$ cat src/rtl/ftdi_tx_arbiter.sv
// Packet-granular round-robin arbiter sharing the FTDI write FIFO between N_REQ byte sources,
// with a stall watchdog. Define FTDI_ARB_HEADER_EN to prefix each packet with a {4'hA,2'b00,id} byte.
module ftdi_tx_arbiter #(
    parameter int N_REQ   = 3,
    parameter int TIMEOUT = 255
) (
    input  logic               clk,
    input  logic               res_n,
    input  logic [8*N_REQ-1:0] req_data,
    input  logic [N_REQ-1:0]   req_valid,
    input  logic [N_REQ-1:0]   req_last,
    output logic [N_REQ-1:0]   req_ready,
    output logic [7:0]         fifo_din,
    output logic               fifo_wr_en,
    input  logic               fifo_full,
    output logic [1:0]         grant_id,
    output logic               busy,
    output logic               timeout_pulse,
    output logic [7:0]         timeout_count,
    input  logic               timeout_clear
);

    typedef enum logic [1:0] {
        ST_IDLE   = 2'd0,
        ST_HEADER = 2'd1,
        ST_STREAM = 2'd2
    } state_t;

    state_t      state_r;
    state_t      state_nxt_s;
    logic [1:0]  grant_id_r;
    logic [1:0]  search_base_r;
    logic [1:0]  pick_s;
    logic        any_valid_s;
    logic        sel_valid_s;
    logic        sel_last_s;
    logic [7:0]  sel_data_s;
    logic        xfer_s;
    logic        last_xfer_s;
    logic        wd_expire_s;
    logic        hdr_done_s;
    logic [15:0] wd_r;
    logic [7:0]  timeout_count_r;
    logic        timeout_pulse_r;
    logic        busy_r;

    function automatic logic [1:0] next_idx(input logic [1:0] g);
        if (g == 2'(N_REQ - 1)) begin
            return 2'd0;
        end else begin
            return g + 2'd1;
        end
    endfunction

    // Route the granted requester's valid/last/data onto shared select signals
    always_comb begin
        sel_valid_s = 1'b0;
        sel_last_s  = 1'b0;
        sel_data_s  = 8'h00;
        for (int i = 0; i < N_REQ; i++) begin
            if (grant_id_r == 2'(i)) begin
                sel_valid_s = req_valid[i];
                sel_last_s  = req_last[i];
                sel_data_s  = req_data[8*i +: 8];
            end else begin
                sel_valid_s = sel_valid_s;
            end
        end
    end

    // Round-robin pick: smallest wrap distance from the search base among valid requesters
    always_comb begin
        int dist_s;
        int best_s;
        any_valid_s = 1'b0;
        pick_s      = 2'd0;
        dist_s      = 0;
        best_s      = N_REQ;
        for (int i = 0; i < N_REQ; i++) begin
            dist_s = (i + N_REQ - int'(search_base_r)) % N_REQ;
            if (req_valid[i] && (dist_s < best_s)) begin
                best_s      = dist_s;
                pick_s      = 2'(i);
                any_valid_s = 1'b1;
            end else begin
                any_valid_s = any_valid_s;
            end
        end
    end

    assign xfer_s      = (state_r == ST_STREAM) && sel_valid_s && !fifo_full;
    assign last_xfer_s = xfer_s && sel_last_s;
    // Only cycles where the owner offers nothing count; back-pressure stalls never expire the grant
    assign wd_expire_s = (state_r == ST_STREAM) && !sel_valid_s && (wd_r == 16'(TIMEOUT - 1));
    assign hdr_done_s  = (state_r == ST_HEADER) && !fifo_full;

    // State register
    always_ff @(posedge clk or negedge res_n) begin
        if (!res_n) begin
            state_r <= ST_IDLE;
        end else begin
            state_r <= state_nxt_s;
        end
    end

    // Next-state logic
    always_comb begin
        state_nxt_s = state_r;
        case (state_r)
            ST_IDLE: begin
                if (any_valid_s) begin
`ifdef FTDI_ARB_HEADER_EN
                    state_nxt_s = ST_HEADER;
`else
                    state_nxt_s = ST_STREAM;
`endif
                end else begin
                    state_nxt_s = ST_IDLE;
                end
            end
            ST_HEADER: begin
                if (hdr_done_s) begin
                    state_nxt_s = ST_STREAM;
                end else begin
                    state_nxt_s = ST_HEADER;
                end
            end
            ST_STREAM: begin
                if (last_xfer_s || wd_expire_s) begin
                    state_nxt_s = ST_IDLE;
                end else begin
                    state_nxt_s = ST_STREAM;
                end
            end
            default: state_nxt_s = ST_IDLE;
        endcase
    end

    // Output logic: handshake and FIFO write port follow the grant in the same cycle
    always_comb begin
        req_ready  = '0;
        fifo_wr_en = 1'b0;
        fifo_din   = 8'h00;
        case (state_r)
            ST_STREAM: begin
                for (int i = 0; i < N_REQ; i++) begin
                    req_ready[i] = (grant_id_r == 2'(i)) ? !fifo_full : 1'b0;
                end
                fifo_wr_en = sel_valid_s && !fifo_full;
                fifo_din   = sel_data_s;
            end
            ST_HEADER: begin
`ifdef FTDI_ARB_HEADER_EN
                fifo_wr_en = !fifo_full;
                fifo_din   = {4'hA, 2'b00, grant_id_r};
`else
                fifo_wr_en = 1'b0;
`endif
            end
            ST_IDLE: fifo_wr_en = 1'b0;
            default: fifo_wr_en = 1'b0;
        endcase
    end

    // Grant, round-robin base, watchdog and timeout statistics
    always_ff @(posedge clk or negedge res_n) begin
        if (!res_n) begin
            grant_id_r      <= 2'd0;
            search_base_r   <= 2'd0;
            wd_r            <= 16'd0;
            timeout_pulse_r <= 1'b0;
            timeout_count_r <= 8'd0;
            busy_r          <= 1'b0;
        end else begin
            busy_r          <= (state_nxt_s != ST_IDLE);
            timeout_pulse_r <= wd_expire_s;
            if ((state_r == ST_IDLE) && any_valid_s) begin
                grant_id_r <= pick_s;
            end
            if (last_xfer_s || wd_expire_s) begin
                search_base_r <= next_idx(grant_id_r);
            end
            if ((state_r != ST_STREAM) || xfer_s) begin
                wd_r <= 16'd0;
            end else if (!sel_valid_s) begin
                wd_r <= wd_r + 16'd1;
            end
            if (timeout_clear) begin
                timeout_count_r <= 8'd0;
            end else if (wd_expire_s && (timeout_count_r != 8'hFF)) begin
                timeout_count_r <= timeout_count_r + 8'd1;
            end
        end
    end

    assign grant_id      = grant_id_r;
    assign busy          = busy_r;
    assign timeout_pulse = timeout_pulse_r;
    assign timeout_count = timeout_count_r;

endmodule
$ cat config.mk
export PLATFORM = sky130hd
export DESIGN_NAME = ftdi_tx_arbiter
export DESIGN_NICKNAME = d
export VERILOG_FILES = /design/src/rtl/ftdi_tx_arbiter.sv
export SDC_FILE = /design/constraint.sdc
export NUM_CORES = 1
export LEC_CHECK = 0
export ABC_AREA = 1
export BUFFER_PORTS_ARGS = -buffer_cell sky130_fd_sc_hd__buf_2
export CORE_MARGIN = 2
export CORE_UTILIZATION = 40
export DETAILED_ROUTE_END_ITERATION = 7
export PLACE_DENSITY_LB_ADDON = 0.2
export SYNTH_ARGS = -nofsm -noshare
export SYNTH_HDL_FRONTEND = slang
export SYNTH_SLANG_ARGS = --single-unit
$ cat constraint.sdc
create_clock -name clk -period 7.83 [get_ports clk]
set_input_delay 1.566 -clock clk [delete_from_list [all_inputs] [get_ports clk]]
set_output_delay 1.566 -clock clk [all_outputs]
set_load 0.005 [all_outputs]
==> qor.yml <==
clock_network:
  htree_levels: 2
  numCtsBuffers: 5
  post_cts_buffers: 0
  cts_sinks: 32
  root_buffer: "clkbuf_8"
  ctsResizeCount: 0
  hold_buffers: 0
  clkLatencyLatePin_ns: 0.28
  path_clk_slew_ns: 0.06
  clock_path_buffers: 2
  cts_tree: "yes"
yosys:
  yosysMostFrequentCell: "nand2_1"
  synthTopCellsByArea: "dfrtp_1 (31%), nand2_1 (12%), ha_1 (11%)"
  netlist_area_um2: 2554
  ys_ff_latch: 32
  synth_ff_type: "dfrtp_1"
  ys_top_cells_by_count: "nand2_1 (82), inv_1 (65), nor2_1 (34)"
  synth.yosys.seq_area_share_pct: 31.36
  ys_types: 32
  async_reset_ff_share_pct: 100.0
  synth_edf_count: 0
  syn_area_per_cell_um2: 6.902
  synth_nets: 427
  synth_top_cell_by_area: "dfrtp_1"
  yosysWarnings: 0
  synth.top_cell.area_share_pct: 31.36
  syn_inst: 370
worst_setup_path:
  r2r_setup_slack_ns: 3.86
  cp.required_ns: 8.00
  crit_fanout: 4
  reg2regPathDepth: 24
  r2r_start: "search_base_r[1]"
  cp-start-kind: "input pin"
  critPathKind: "input pin to register"
  reg2reg_to: "grant_id[0]"
  arrival_ns: 4.35
  cp-end-kind: "register"
hold_path:
  min_delay_worst_endpoint: "wd_r[15]"
  worstHoldStart: "wd_r[15]"
  min_path_type: "register to register"
  whs_path_depth: 1
power_and_ir_drop:
  peakVddDrop_mv: 0.1860
  total_leakage_power_uw: 0.001645
  power_uw: 958.2
  p_per_area_nw_per_um2: 315.4
global_routing:
  grt_start_max_net_pins: 33
  antenna_found_initial: 0
  grt_use_total_pct: 16.96
  grt_overflow: 0
  grt_pass1_wl_um: 9894
  grt_pass1_vias: 2308
route:
  routed_wl_um: 5783
  drt_iter0_drc: 86
  via_count: 2449
  wl_per_cell_um: 11.41
  ant_nets: 0
  drtPass1Iterations: 4
  avgViaCountPerCell: 4.830
  drc: 0
timing:
  maxSlewHeadroom_pct: 42.32
  post-route-period-util_pct: 53.38
  worstMarginPinSlew_ns: 0.8621
  tns_ns: 0
  hold_viol: 0
  rsz0062_at_grt: "false"
  fmax_mhz: 239.3
  slew_viol_final: 0
  period_needed_ns: 4.180
  fin_ws_ns: 3.650
  fin_skew_ns: 0.006207
  setup_viol: 0
status:
  status: "finished clean"
cells_and_area:
  finish.utilization_pct: 48.40
  drive_gt1_share_pct: 21.16
  num-nets-final: 486
  area_growth_pct: 18.96
  fin_area_um2: 3038
  diodes: 0
floorplan:
  fp.dieH_um: 83.90
  rows: 29
  ioPinCount: 58
  die_area_um2: 7039
  design.core.area_um2: 6277
  die_w_um: 83.90
  start_util_pct: 40.68
place:
  port_buffers: 57
  place_ws_ns: 3.379
  gp_congestion: 0.8595
  placed_cell_area_um2: 2912
  dp_hpwl_um: 4680
flow_run:
  maxCapViolations: 0
stage by stage:
step	cells	hold slack, ns
CTS	507	0.4701
global route	507	0.4892
detailed placement	499	0.4615
finish	507	0.4655
floorplan	370	0.4390
global placement	499	0.4580
cells in the final DEF (no fill, tap or decap):
master | synthesis | layout
nand2_1 | 82 | 82
inv_1 | 65 | 65
buf_2 | 1 | 57
nor2_1 | 34 | 34
dfrtp_1 | 32 | 32
nand3_1 | 31 | 31
ha_1 | 23 | 23
a21oi_1 | 22 | 22
o21ai_0 | 18 | 18
nor3_1 | 9 | 9
inv_2 | 8 | 8
nand4_1 | 8 | 8
clkbuf_8 | 0 | 7
nor2_2 | 5 | 5
nand2_2 | 4 | 4
nor2_4 | 3 | 3
o21a_1 | 3 | 3
o21ai_1 | 3 | 3
a221o_1 | 2 | 2
o22ai_1 | 2 | 2
or2_2 | 1 | 1
a221oi_4 | 1 | 1
a2111o_1 | 1 | 1
nor4_2 | 1 | 1
nand3_2 | 1 | 1
a211oi_1 | 1 | 1
nor3_4 | 1 | 1
a31oi_1 | 1 | 1
nor3b_1 | 1 | 1
a221oi_1 | 1 | 1
a21oi_2 | 1 | 1
bufinv_16 | 0 | 1
per-layer routing:
metal	part of all wire [%]	vias up	global-route usage, %
met1	44	1108	20.86
met4	1.3	0	5.279
met3	2.6	9	2.868
li1	-	1305	-
met2	52	27	30.18
met5	0	-	0
flip-flops by register name, summed over array words and instances, names as in the netlist:
| name | count |
|---|---|
| timeout_count | 8 |
| busy | 1 |
| search_base_r | 2 |
| grant_id | 2 |
| timeout_pulse | 1 |
| state_r | 2 |
| wd_r | 16 |
worst max-delay path, stage by stage:
cell	delay (ns)
buf_2	0.12
inv_1	0.04
nor2_1	0.13
ha_1	0.25
inv_1	0.05
a21oi_1	0.03
nor2_1	0.09
nand2_1	0.05
nand2_1	0.07
nand2_1	0.08
or2_2	0.31
ha_1	0.30
nand2_1	0.07
inv_1	0.06
a221o_1	0.33
a21oi_1	0.15
nor3_1	0.06
nor2_1	0.12
nand2_1	0.07
nand2_1	0.07
nand4_1	0.15
nand3_1	0.11
nand2_1	0.06
final cells by class:
| type | count | area, um2 |
|---|---|---|
| multi-input combinational | 260 | 1455 |
| tap | 77 | 96.34 |
| timing repair buffer | 57 | 285.3 |
| fill | 649 | 3239 |
| clock inverter | 1 | 30.03 |
| inverter | 73 | 274.0 |
| clock buffer | 7 | 96.34 |
| sequential | 32 | 800.8 |
how the worst max path moves through the flow:
stage | from | to | slack [ns] | depth (start not counted)
2_1_floorplan | req_valid[0] | grant_id[0] | 3.79 | 22
3_3_place_gp | req_valid[0] | grant_id[0] | 3.49 | 23
3_5_place_dp | req_valid[0] | grant_id[0] | 3.38 | 23
4_1_cts | req_valid[0] | grant_id[0] | 3.68 | 23
5_1_grt | req_valid[0] | grant_id[0] | 3.34 | 23
6_report | req_valid[0] | grant_id[0] | 3.65 | 23
where the power goes:
part           total (uW)  switching (uW)  internal (uW)
clock network         173            60.4            112
logic                 574             357            217
registers             211            25.7            186
logic make-up (layout without fill, tap and decap cells):
group / after synthesis / count (layout) / share of synthesized area (%)
AOI/OAI and AO/OA: 56 / 56 / 13.28
adders and majority gates: 23 / 23 / 11.27
buffers and inverters: 78 / 138 / 11.66
DFF: 32 / 32 / 31.36
and+or+nand+nor: 181 / 181 / 32.44
Note: power is estimated with default switching activity, not from simulation.
